[src/rtl/uc_pkg.sv]
// Shared definitions for the micro-coded controller: opcode constants,
// FSM state and instruction-class enums, register-file input selects and
// the 10-bit datapath control words.
package uc_pkg;

  // Exact six-bit opcodes
  localparam logic [5:0] OPC_JUMP = 6'b100110;
  localparam logic [5:0] OPC_IN   = 6'b100111;
  localparam logic [5:0] OPC_OUT  = 6'b101000;
  localparam logic [5:0] OPC_JAL  = 6'b101001;
  localparam logic [5:0] OPC_RET  = 6'b101010;
  localparam logic [5:0] OPC_PUSH = 6'b101011;
  localparam logic [5:0] OPC_POP  = 6'b101100;

  // Opcode families matched on their leading bits
  localparam logic [3:0] OPC_LOADINM_HI = 4'b1000;   // 1000xx
  localparam logic [4:0] OPC_BRANCH_HI  = 5'b10010;  // 10010x, bit 0 = BNEZ

  typedef enum logic [1:0] {
    ST_FETCH   = 2'd0,
    ST_EXEC    = 2'd1,
    ST_IO_WAIT = 2'd2,
    ST_FAULT   = 2'd3
  } state_e;

  // Classes that need sequencing beyond a plain two-cycle instruction
  typedef enum logic [2:0] {
    CLS_PLAIN = 3'd0,
    CLS_IN    = 3'd1,
    CLS_OUT   = 3'd2,
    CLS_JAL   = 3'd3,
    CLS_RET   = 3'd4,
    CLS_PUSH  = 3'd5,
    CLS_POP   = 3'd6
  } iclass_e;

  // Register-file input select. The interrupt vector shares code 3 with the
  // stack pop path; the IRQ cycle never writes the register file, so the
  // datapath reuses the select for the PC source there.
  localparam logic [1:0] SEL_ALU = 2'd0;
  localparam logic [1:0] SEL_IMM = 2'd1;
  localparam logic [1:0] SEL_IN  = 2'd2;
  localparam logic [1:0] SEL_POP = 2'd3;
  localparam logic [1:0] SEL_VEC = 2'd3;

  typedef struct packed {
    logic       s_inc;
    logic       we3;
    logic       wez;
    logic       we_port;
    logic       we_istack;
    logic       s_jret;
    logic       we_dstack;
    logic       s_ppop;
    logic [1:0] sel_inputs;
  } ctrl_t;

  //                                         inc we3 wez prt ist jrt dst pop sel
  localparam ctrl_t CW_NONE    = ctrl_t'(10'b0___0___0___0___0___0___0___0___00);
  localparam ctrl_t CW_SEQ     = ctrl_t'(10'b1___0___0___0___0___0___0___0___00);
  localparam ctrl_t CW_JUMP    = ctrl_t'(10'b0___0___0___0___0___0___0___0___00);
  localparam ctrl_t CW_ARITH   = ctrl_t'({8'b1_1_1_0_0_0_0_0, SEL_ALU});
  localparam ctrl_t CW_LOADINM = ctrl_t'({8'b1_1_0_0_0_0_0_0, SEL_IMM});
  localparam ctrl_t CW_IN      = ctrl_t'({8'b1_1_0_0_0_0_0_0, SEL_IN});
  localparam ctrl_t CW_OUT     = ctrl_t'({8'b1_0_0_1_0_0_0_0, SEL_ALU});
  localparam ctrl_t CW_JAL     = ctrl_t'({8'b0_0_0_0_1_0_0_0, SEL_ALU});
  localparam ctrl_t CW_RET     = ctrl_t'({8'b0_0_0_0_0_1_0_0, SEL_ALU});
  localparam ctrl_t CW_PUSH    = ctrl_t'({8'b1_0_0_0_0_0_1_0, SEL_ALU});
  localparam ctrl_t CW_POP     = ctrl_t'({8'b1_1_0_0_0_0_0_1, SEL_POP});
  localparam ctrl_t CW_IRQ     = ctrl_t'({8'b0_0_0_0_1_0_0_0, SEL_VEC});

endpackage

[src/rtl/uc_decode.sv]
// Combinational instruction decoder: maps the registered opcode and the ALU
// zero flag to a datapath control word and an instruction class.
module uc_decode
  import uc_pkg::*;
(
  input  logic [5:0] op_i,
  input  logic       z_i,
  output ctrl_t      ctrl_o,
  output iclass_e    cls_o
);

  logic branch_taken;

  // BEQZ (bit 0 = 0) jumps on z=1, BNEZ (bit 0 = 1) jumps on z=0
  assign branch_taken = op_i[0] ? ~z_i : z_i;

  // Decode opcode families first, then the exact opcodes
  always_comb begin
    // NOTE: every output gets a default before any branch so no path can infer a latch.
    ctrl_o = CW_NONE;
    cls_o  = CLS_PLAIN;
    if (!op_i[5]) begin
      ctrl_o = CW_ARITH;
    end else if (op_i[5:2] == OPC_LOADINM_HI) begin
      ctrl_o = CW_LOADINM;
    end else if (op_i[5:1] == OPC_BRANCH_HI) begin
      ctrl_o = branch_taken ? CW_JUMP : CW_SEQ;
    end else begin
      case (op_i)
        OPC_JUMP: ctrl_o = CW_JUMP;
        OPC_IN:   begin ctrl_o = CW_IN;   cls_o = CLS_IN;   end
        OPC_OUT:  begin ctrl_o = CW_OUT;  cls_o = CLS_OUT;  end
        OPC_JAL:  begin ctrl_o = CW_JAL;  cls_o = CLS_JAL;  end
        OPC_RET:  begin ctrl_o = CW_RET;  cls_o = CLS_RET;  end
        OPC_PUSH: begin ctrl_o = CW_PUSH; cls_o = CLS_PUSH; end
        OPC_POP:  begin ctrl_o = CW_POP;  cls_o = CLS_POP;  end
        default:  ctrl_o = CW_SEQ;
      endcase
    end
  end

endmodule

[src/rtl/uc_mc.sv]
// Micro-coded controller: FETCH/EXEC/IO_WAIT/FAULT sequencer with
// return-stack and data-stack depth tracking and I/O handshakes.
// Optional interrupt entry (irq/irq_ack, enable flag) is built when the
// macro UC_IRQ_EN is defined.
module uc_mc
  import uc_pkg::*;
#(
  parameter int OPW          = 6,
  parameter int ALUW         = 3,
  parameter int ISTACK_DEPTH = 16,
  parameter int DSTACK_DEPTH = 16
) (
  input  logic            clk,
  input  logic            reset,
`ifdef UC_IRQ_EN
  input  logic            irq,
  output logic            irq_ack,
`endif
  input  logic [OPW-1:0]  opcode,
  input  logic            z,
  input  logic            port_ready,
  input  logic            in_valid,
  output logic            s_inc,
  output logic            we3,
  output logic            wez,
  output logic            we_port,
  output logic            we_istack,
  output logic            s_jret,
  output logic            we_dstack,
  output logic            s_ppop,
  output logic [1:0]      sel_inputs,
  output logic [ALUW-1:0] op_alu,
  output logic            ir_load,
  output logic            pc_en,
  output logic            port_valid,
  output logic            busy,
  output logic            fault
);

  localparam int ICW = $clog2(ISTACK_DEPTH + 1);
  localparam int DCW = $clog2(DSTACK_DEPTH + 1);
  localparam logic [ICW-1:0] ICNT_MAX = ICW'(ISTACK_DEPTH);
  localparam logic [DCW-1:0] DCNT_MAX = DCW'(DSTACK_DEPTH);

  state_e           state_q, state_d;
  logic [OPW-1:0]   ir_q, ir_d;
  logic [ICW-1:0]   icnt_q, icnt_d;
  logic [DCW-1:0]   dcnt_q, dcnt_d;
`ifdef UC_IRQ_EN
  logic             ie_q, ie_d;
`endif

  ctrl_t   ctrl;
  ctrl_t   dec_ctrl;
  iclass_e dec_cls;

  uc_decode u_decode (
    .op_i   (ir_q[5:0]),
    .z_i    (z),
    .ctrl_o (dec_ctrl),
    .cls_o  (dec_cls)
  );

  assign {s_inc, we3, wez, we_port, we_istack, s_jret, we_dstack, s_ppop, sel_inputs} = ctrl;

  // State, IR and stack-depth registers
  always_ff @(posedge clk or negedge reset) begin
    if (!reset) begin
      state_q <= ST_FETCH;
      ir_q    <= '0;
      icnt_q  <= '0;
      dcnt_q  <= '0;
`ifdef UC_IRQ_EN
      ie_q    <= 1'b1;
`endif
    end else begin
      // NOTE: sequential state uses non-blocking assignments so every register updates from pre-edge values.
      state_q <= state_d;
      ir_q    <= ir_d;
      icnt_q  <= icnt_d;
      dcnt_q  <= dcnt_d;
`ifdef UC_IRQ_EN
      ie_q    <= ie_d;
`endif
    end
  end

  // Next-state and output decode; outputs are held at 0 while reset is low
  always_comb begin
    state_d    = state_q;
    ir_d       = ir_q;
    icnt_d     = icnt_q;
    dcnt_d     = dcnt_q;
    ctrl       = CW_NONE;
    op_alu     = '0;
    ir_load    = 1'b0;
    pc_en      = 1'b0;
    port_valid = 1'b0;
    busy       = 1'b0;
    fault      = 1'b0;
`ifdef UC_IRQ_EN
    ie_d       = ie_q;
    irq_ack    = 1'b0;
`endif
    if (reset) begin
      case (state_q)
        ST_FETCH: begin
`ifdef UC_IRQ_EN
          if (irq && ie_q && (icnt_q < ICNT_MAX)) begin
            // Interrupt entry replaces this fetch; the unfetched PC is pushed
            irq_ack = 1'b1;
            ctrl    = CW_IRQ;
            pc_en   = 1'b1;
            icnt_d  = icnt_q + ICW'(1);
            ie_d    = 1'b0;
          end else begin
`else
          begin
`endif
            ir_load = 1'b1;
            ir_d    = opcode;
            state_d = ST_EXEC;
          end
        end

        ST_EXEC: begin
          busy    = 1'b1;
          op_alu  = ir_q[ALUW+1:2];
          state_d = ST_FETCH;
          case (dec_cls)
            CLS_IN, CLS_OUT: state_d = ST_IO_WAIT;
            CLS_JAL: begin
              if (icnt_q == ICNT_MAX) begin
                state_d = ST_FAULT;
              end else begin
                ctrl   = dec_ctrl;
                pc_en  = 1'b1;
                icnt_d = icnt_q + ICW'(1);
              end
            end
            CLS_RET: begin
              if (icnt_q == '0) begin
                state_d = ST_FAULT;
              end else begin
                ctrl   = dec_ctrl;
                pc_en  = 1'b1;
                icnt_d = icnt_q - ICW'(1);
`ifdef UC_IRQ_EN
                ie_d   = 1'b1;
`endif
              end
            end
            CLS_PUSH: begin
              if (dcnt_q == DCNT_MAX) begin
                state_d = ST_FAULT;
              end else begin
                ctrl   = dec_ctrl;
                pc_en  = 1'b1;
                dcnt_d = dcnt_q + DCW'(1);
              end
            end
            CLS_POP: begin
              if (dcnt_q == '0) begin
                state_d = ST_FAULT;
              end else begin
                ctrl   = dec_ctrl;
                pc_en  = 1'b1;
                dcnt_d = dcnt_q - DCW'(1);
              end
            end
            default: begin
              ctrl  = dec_ctrl;
              pc_en = 1'b1;
            end
          endcase
        end

        ST_IO_WAIT: begin
          busy = 1'b1;
          if (dec_cls == CLS_OUT) begin
            port_valid = 1'b1;
            if (port_ready) begin
              ctrl    = dec_ctrl;
              pc_en   = 1'b1;
              state_d = ST_FETCH;
            end
          end else if (in_valid) begin
            ctrl    = dec_ctrl;
            pc_en   = 1'b1;
            state_d = ST_FETCH;
          end
        end

        default: begin
          // Stack fault is absorbing until reset
          fault = 1'b1;
        end
      endcase
    end
  end

endmodule

[config.mk]
export PLATFORM = sky130hd
export DESIGN_NAME = uc_mc
export DESIGN_NICKNAME = d
export VERILOG_FILES = /design/src/rtl/uc_pkg.sv /design/src/rtl/uc_decode.sv /design/src/rtl/uc_mc.sv
export SDC_FILE = /design/constraint.sdc
export NUM_CORES = 1
export LEC_CHECK = 0
export BUFFER_PORTS_ARGS = -buffer_cell sky130_fd_sc_hd__clkbuf_2
export CORE_ASPECT_RATIO = 1.25
export CORE_UTILIZATION = 45
export DETAILED_ROUTE_END_ITERATION = 6
export PLACE_DENSITY_LB_ADDON = 0.15
export SYNTH_ARGS = -nofsm -noshare
export SYNTH_HDL_FRONTEND = slang
export SYNTH_SLANG_ARGS = --single-unit
[constraint.sdc]
create_clock -name clk -period 2.2 [get_ports clk]
set_input_delay 0.22 -clock clk [delete_from_list [all_inputs] [get_ports clk]]
set_output_delay 0.22 -clock clk [all_outputs]
set_load 0.005 [all_outputs]
**Yosys cells after proc, flatten, opt, wreduce, memory -nomap -nowiden**

Cells that the tools add are included.

- $add $sub $neg: 4
- Eq/ne operators: 25
- Muxes and demuxes: 56
- Bitwise logic cells: 1
- Reduce and logical (&&, ||, !) cells: 13

Operators by type and width:

| operator | count |
|---|---|
| 10-bit 2-to-1 mux | 12 |
| 10-bit case mux with 7 select lines | 1 |
| 10-bit case mux with 5 select lines | 1 |
| 6-bit == test, second input constant | 7 |
| 5-bit 2-to-1 mux | 4 |
| 10-bit case mux with 2 select lines | 1 |
| 5-bit case mux with 2 select lines | 2 |
| 1-bit 2-to-1 mux | 18 |
| 3-bit case mux with 6 select lines | 1 |
| 5-bit == test, second input constant | 3 |
| 3-bit 2-to-1 mux | 5 |
| 2-bit 2-to-1 mux | 7 |
| 5-bit by 1-bit adder with 5-bit output, second input constant | 2 |
| 5-bit zero test | 2 |
| 2-bit case mux with 5 select lines | 1 |
| 5-bit AND reduction | 2 |
| 5-bit by 1-bit subtractor with 5-bit output, second input constant | 2 |
| 3-bit == test, second input constant | 3 |
| 2-bit != test, second input constant | 4 |
| 3-bit by 2-bit == test with 1-bit output, second input constant | 2 |
| 3-bit != test, second input constant | 2 |
| 2-bit case mux with 3 select lines | 1 |
| 1-bit case mux with 5 select lines | 1 |
| 4-bit == test, second input constant | 1 |
| 12 further kinds | 14 |

- Output and inout bits: 18
- Input port bits: 11
- Word-level logic and storage cells: 103
- Bits in registers: 18

**Longest topological paths before layout**

- Word-level depth: 10
- Gate-level depth with buffers: 10
- Gate-level depth less buffers: 9

**Hierarchy**

Synthesis repeated with hierarchy kept, for this count alone.

- Cells, all modules: 172
- Area total of the unflattened synthesis: 1616.6 um^2

By module, submodules not included:

| module | area an instance (um^2) | cells an instance | seq. area each (um^2) | times used |
|---|---|---|---|---|
| uc_mc | 1388.8 | 134 | 450.4 | 1 |
| uc_decode | 227.7 | 38 | 0.0 | 1 |

**Worst setup path after synthesis**

No wires, ideal clock.

- Path kind: reg2out
- Start: register icnt_q[1]
- End: output s_inc
- Stages on the path, launching flop included: 6
- Path buffers: 0
- Required time: 1.980 ns
- Setup slack: -0.020 ns
- Data arrival time: 2.000 ns
- Path through: dfrtp_1 -> or4_4 -> a311o_1 -> o21a_2 -> nor4_4 -> nor4_1

- Cells in the longest elaborated chain, start to end: 5
- Elaborated cells between the ends (all ways): 7
- Those cells by class: eq/ne (1); mux (5); reduce/logical (1)

RTL lines:

| item | RTL line | RTL |
|---|---|---|
| start: declaration | uc_mc.sv:47 | `logic [ICW-1:0] icnt_q, icnt_d;` |
| start signal: assignment | uc_mc.sv:80 | `icnt_q <= icnt_d;` |
| 5-bit == test or 5-bit zero test (tied branches) | uc_mc.sv:133, uc_mc.sv:142 |  |
| 10-bit 2-to-1 mux (on tied branches) | uc_mc.sv:133, uc_mc.sv:142 |  |
| 10-bit case mux with 5 select lines * | uc_mc.sv:130 | `case (dec_cls)` |
| 10-bit case mux with 2 select lines * | uc_mc.sv:106 | `case (state_q)` |
| 10-bit 2-to-1 mux * | uc_mc.sv:105 | `if (reset) begin` |
| end: declaration | uc_mc.sv:23 | `output logic s_inc,` |

Every way passes the cells marked *; elsewhere a longest branch is shown, timed or not.

**Worst setup path after layout**

- Start: register ir_q[3]
- End: output s_jret

- Cells in the longest elaborated chain, start to end: 10
- Elaborated cells between the ends (all ways): 34
- Those cells by class: eq/ne (15); mux (18); reduce/logical (1)

RTL lines:

| item | RTL line | RTL |
|---|---|---|
| start: declaration | uc_mc.sv:46 | `logic [OPW-1:0] ir_q, ir_d;` |
| start signal: assignment | uc_mc.sv:79 | `ir_q <= ir_d;` |
| 6-bit == test | uc_decode.sv:29 | `case (op_i)` |
| 3-bit case mux with 6 select lines | uc_decode.sv:29 |  |
| 3-bit 2-to-1 mux | uc_decode.sv:26 | `end else if (op_i[5:1] == OPC_BRANCH_HI) begin` |
| 3-bit 2-to-1 mux | uc_decode.sv:24 | `end else if (op_i[5:2] == OPC_LOADINM_HI) begin` |
| 3-bit 2-to-1 mux | uc_decode.sv:22 | `if (!op_i[5]) begin` |
| 3-bit by 2-bit == test with 1-bit output or 3-bit by 1-bit == test with 1-bit output (tied branches) | uc_mc.sv:130, uc_mc.sv:180 |  |
| 2-bit OR reduction | uc_mc.sv:130 |  |
| 10-bit case mux with 5 select lines | uc_mc.sv:130 |  |
| 10-bit case mux with 2 select lines * | uc_mc.sv:106 |  |
| 10-bit 2-to-1 mux * | uc_mc.sv:105 |  |
| end: declaration | uc_mc.sv:28 | `output logic s_jret,` |

Marks and branches as above.

==> metrics.md <==
| Metric | Value |
|---|---|
| Outcome | complete, but fails checks |
| Failing checks | negative setup slack |
| Post-route setup slack | -0.332 ns |
| Total Routing Usage GR | 0.241 |
| Pin count of the biggest net entering global routing | 18 |
| Num CTS Buffers | 3 |
| Post-synth EDFFs | 0 |
| Vias per Instance | between 5 and 6 |
| Vias in the first global route | 1464 |
| Syn Nets | between 150 and 200 |
| Clock transition at path regs | 0.06 ns |
| RSZ-0062 raised after global routing | true |
| Final setup vio count | 11 |
| Initial antenna violation count | 0 |
| Root Buffer | clkbuf_8 |
| Post-DP HPWL | 3190 um |
| Chip Width | 54.5 um |
| Row cnt | 23 |
| RePlAce Congestion | between 0.8 and 0.9 |
| Crit end category | primary output |
| Layout Utilization | 0.685 |
| Num ports | 29 |
| Synthesized area per cell | 8.97 um^2 |
| Max Cap Viol | 0 |
| Core area | about 3300 um^2 |
| Syn Inst Count | 173 |
| Primary FF master, synth | dfrtp_1 |
| Synthesized area | 1550 um^2 |
| CP Data Required Time | roughly 2.0 ns |
| Drt drc | 0 |
| Final hold slack | about 0.20 ns |
| Total power | roughly 0.0024 W |
| Die footprint | 3690 um^2 |
| Placed cell count | 270 |
| Pleak | 1.06 nW |
| Vias | 1600 |
| Input/output buffers | 28 |
| Layout cells sized above 1 | 0.469 |
| Setup crit start kind | flop |
| Synth Register Bits | 18 |
| Starting Density | 0.477 |
| Post-synthesis cell type count | 48 |
| Finished Layout Cells | 278 |
| Maximum fanout along the worst path | 6 |
| Clk_lat worst skew | roughly 0.25 ns |
| Final Cell Area | 2230 um^2 |
| Critical setup path kind | reg -> out |
| N_diodes | 0 |
| Final worst-path cycle share | 1.15 |
| Area of placed instances | approximately 2000 um^2 |
| Worst slew pin tran | 0.538 ns |
| HP Class | in -> reg |
| CTS Sinks | 18 |
| Sequential fraction of the synthesis area | 0.290 |
| Setup Skew | 0.00368 ns |
| First-pass GRT wire length | around 6400 um |
| Average wire per standard cell | 15.5 um |
| Asr flop ratio synth | 1.00 |
| Final Max Slew Viols | 0 |
| Die Y-Extent | 67.7 um |
| Grt total ovfl | 0 |
| Longest Clk Path Bufs | 2 |
| Crit path DAT | approximately 2.3 ns |
| ANT nets after route | 0 |
| First drt pass iteration count | 4 |
| Final nets | 265 |
| TritonCTS clock tree | built |
| Maximum vdd drop | 0.000877 V |
| Fmax | 395 MHz |
| Final hold violations | 0 |
| Tmin final | 2.53 ns |
| H-tree level count | 1 |
| R2R Setup Slk | 0.09 ns |
| Layout Area Growth over Synthesis | 43.5% |
| Initial DRC Count | 55 |
| Power Dens Cells | 1090 nW/um^2 |
| Syn. warnings | 0 |
| Slew headroom | 0.640 |
| WL final | 4320 um |
state kept, by name, indices dropped and copies added, names as in the netlist:
signal	cells
dcnt_q	5
icnt_q	5
ir_q	6
state_q	2
critical path: stages, from the launching register on:
cell and delay [ns]:
dfrtp_1 0.41, buf_4 0.15, nor4b_4 0.12, buf_4 0.16, a21bo_2 0.23, a21oi_1 0.14
buf_4 0.16, nor4_4 0.06, buf_6 0.14, nor4_1 0.31, clkbuf_2 0.18
logic make-up after synthesis:
family / after synthesis / share of synthesized area
buf+inv: 20 / 0.0492
compound gates: 42 / 0.189
fa+ha+maj: 12 / 0.106
flops: 18 / 0.290
xor+xnor: 10 / 0.0564
mux: 7 / 0.0508
simple gates: 64 / 0.258
placed cells by master, fill, tap and decap left out, types with 3 or more instances in the layout:
cell type,netlist,final
clkbuf_2,0,24
xor2_1,4,4
xnor2_1,6,6
o21a_1,4,4
nor2_1,5,4
buf_6,0,3
nand3_1,4,3
nor4_1,9,4
inv_1,11,10
nand2_1,13,12
dfrtp_1,18,15
clkbuf_8,0,4
buf_2,1,4
dfrtp_2,0,3
buf_4,0,40
nor3b_1,5,3
and3_1,3,3
a21o_1,3,3
nor4_2,0,3
mux2_2,7,7
ha_1,10,10
nor4_4,1,3
nor3_1,6,5
nand4_1,4,4
a21oi_1,9,7
o21ai_0,11,10
what timing repair did:
item | CTS | global route
endpoints found under the setup margin | 14 | 15
buffers inserted | 1 | 1
hold endpoints to repair | 2 | 0
gates cloned | 0 | 1
pin swaps | 1 | 2
hold buffers | 1 | 0
gates resized for setup | 14 | 23
cell type report:
type	instances	area, um^2
Inverter	12	46.3
Timing Repair Buffer	72	484
Sequential cell	18	454
Clock buffer	4	55.1
Tap cell	37	46.3
Multi-Input combinational cell	135	1140
Fill cell	279	1020
per-layer routing:
| metal | routed length (um) | GRT usage | vias up | part of all wire |
|---|---|---|---|---|
| met3 | 128 | 0.0203 | 2 | 0.030 |
| met1 | 1830 | 0.284 | 775 | 0.42 |
| met5 | 0 | 0 | - | 0 |
| li1 | - | - | 779 | - |
| met2 | 2340 | 0.448 | 44 | 0.54 |
| met4 | 18 | 0.0673 | 0 | 0.0042 |
power breakdown:
| part | internal, W | switching [W] |
|---|---|---|
| Clock | 0.000159 | 0.000106 |
| Combinational | 0.000766 | 0.000841 |
| Sequential | 0.000444 | 0.000120 |
cell usage after synthesis (all sizes together), types with 2 or more instances:
master / instances / share of area
dfrtp: 18 / 0.29
nand2: 13 / 0.031
inv: 11 / 0.027
o21ai: 11 / 0.035
ha: 10 / 0.081
nor4: 10 / 0.050
a21oi: 9 / 0.029
clkbuf: 7 / 0.017
mux2: 7 / 0.051
nor3: 6 / 0.019
xnor2: 6 / 0.034
nor2: 5 / 0.012
nor3b: 5 / 0.024
o21a: 5 / 0.025
a21o: 4 / 0.020
nand3: 4 / 0.013
nand4: 4 / 0.016
nor2b: 4 / 0.016
xor2: 4 / 0.023
and3: 3 / 0.012
and2: 2 / 0.0081
fa: 2 / 0.026
nor4b: 2 / 0.021
o211ai: 2 / 0.013
or4: 2 / 0.012
final timing paths:
| path | startpoint | endpoint | cells after the start |
|---|---|---|---|
| min in group asynchronous | reset | ir_q[5]$_DFFE_PN0P_ | 2 |
| max | ir_q[3]$_DFFE_PN0P_ | s_jret | 10 |
| min reg2reg | icnt_q[2]$_DFFE_PN0P_ | icnt_q[2]$_DFFE_PN0P_ | 2 |
| max in group asynchronous | reset | ir_q[4]$_DFFE_PN0P_ | 3 |
| max reg2reg | ir_q[3]$_DFFE_PN0P_ | icnt_q[3]$_DFFE_PN0P_ | 10 |
| min | opcode[4] | ir_q[4]$_DFFE_PN0P_ | 2 |
metrics by stage:
stage	setup slack [ns]	TNS, ns
floorplan	0.00278	0
global placement	-0.0366	-0.190
detailed placement	-0.0934	-0.329
CTS	-0.260	-2.58
global route	-0.397	-3.96
finish	-0.332	-2.87
No activity file was read; power rests on OpenSTA's default activity.
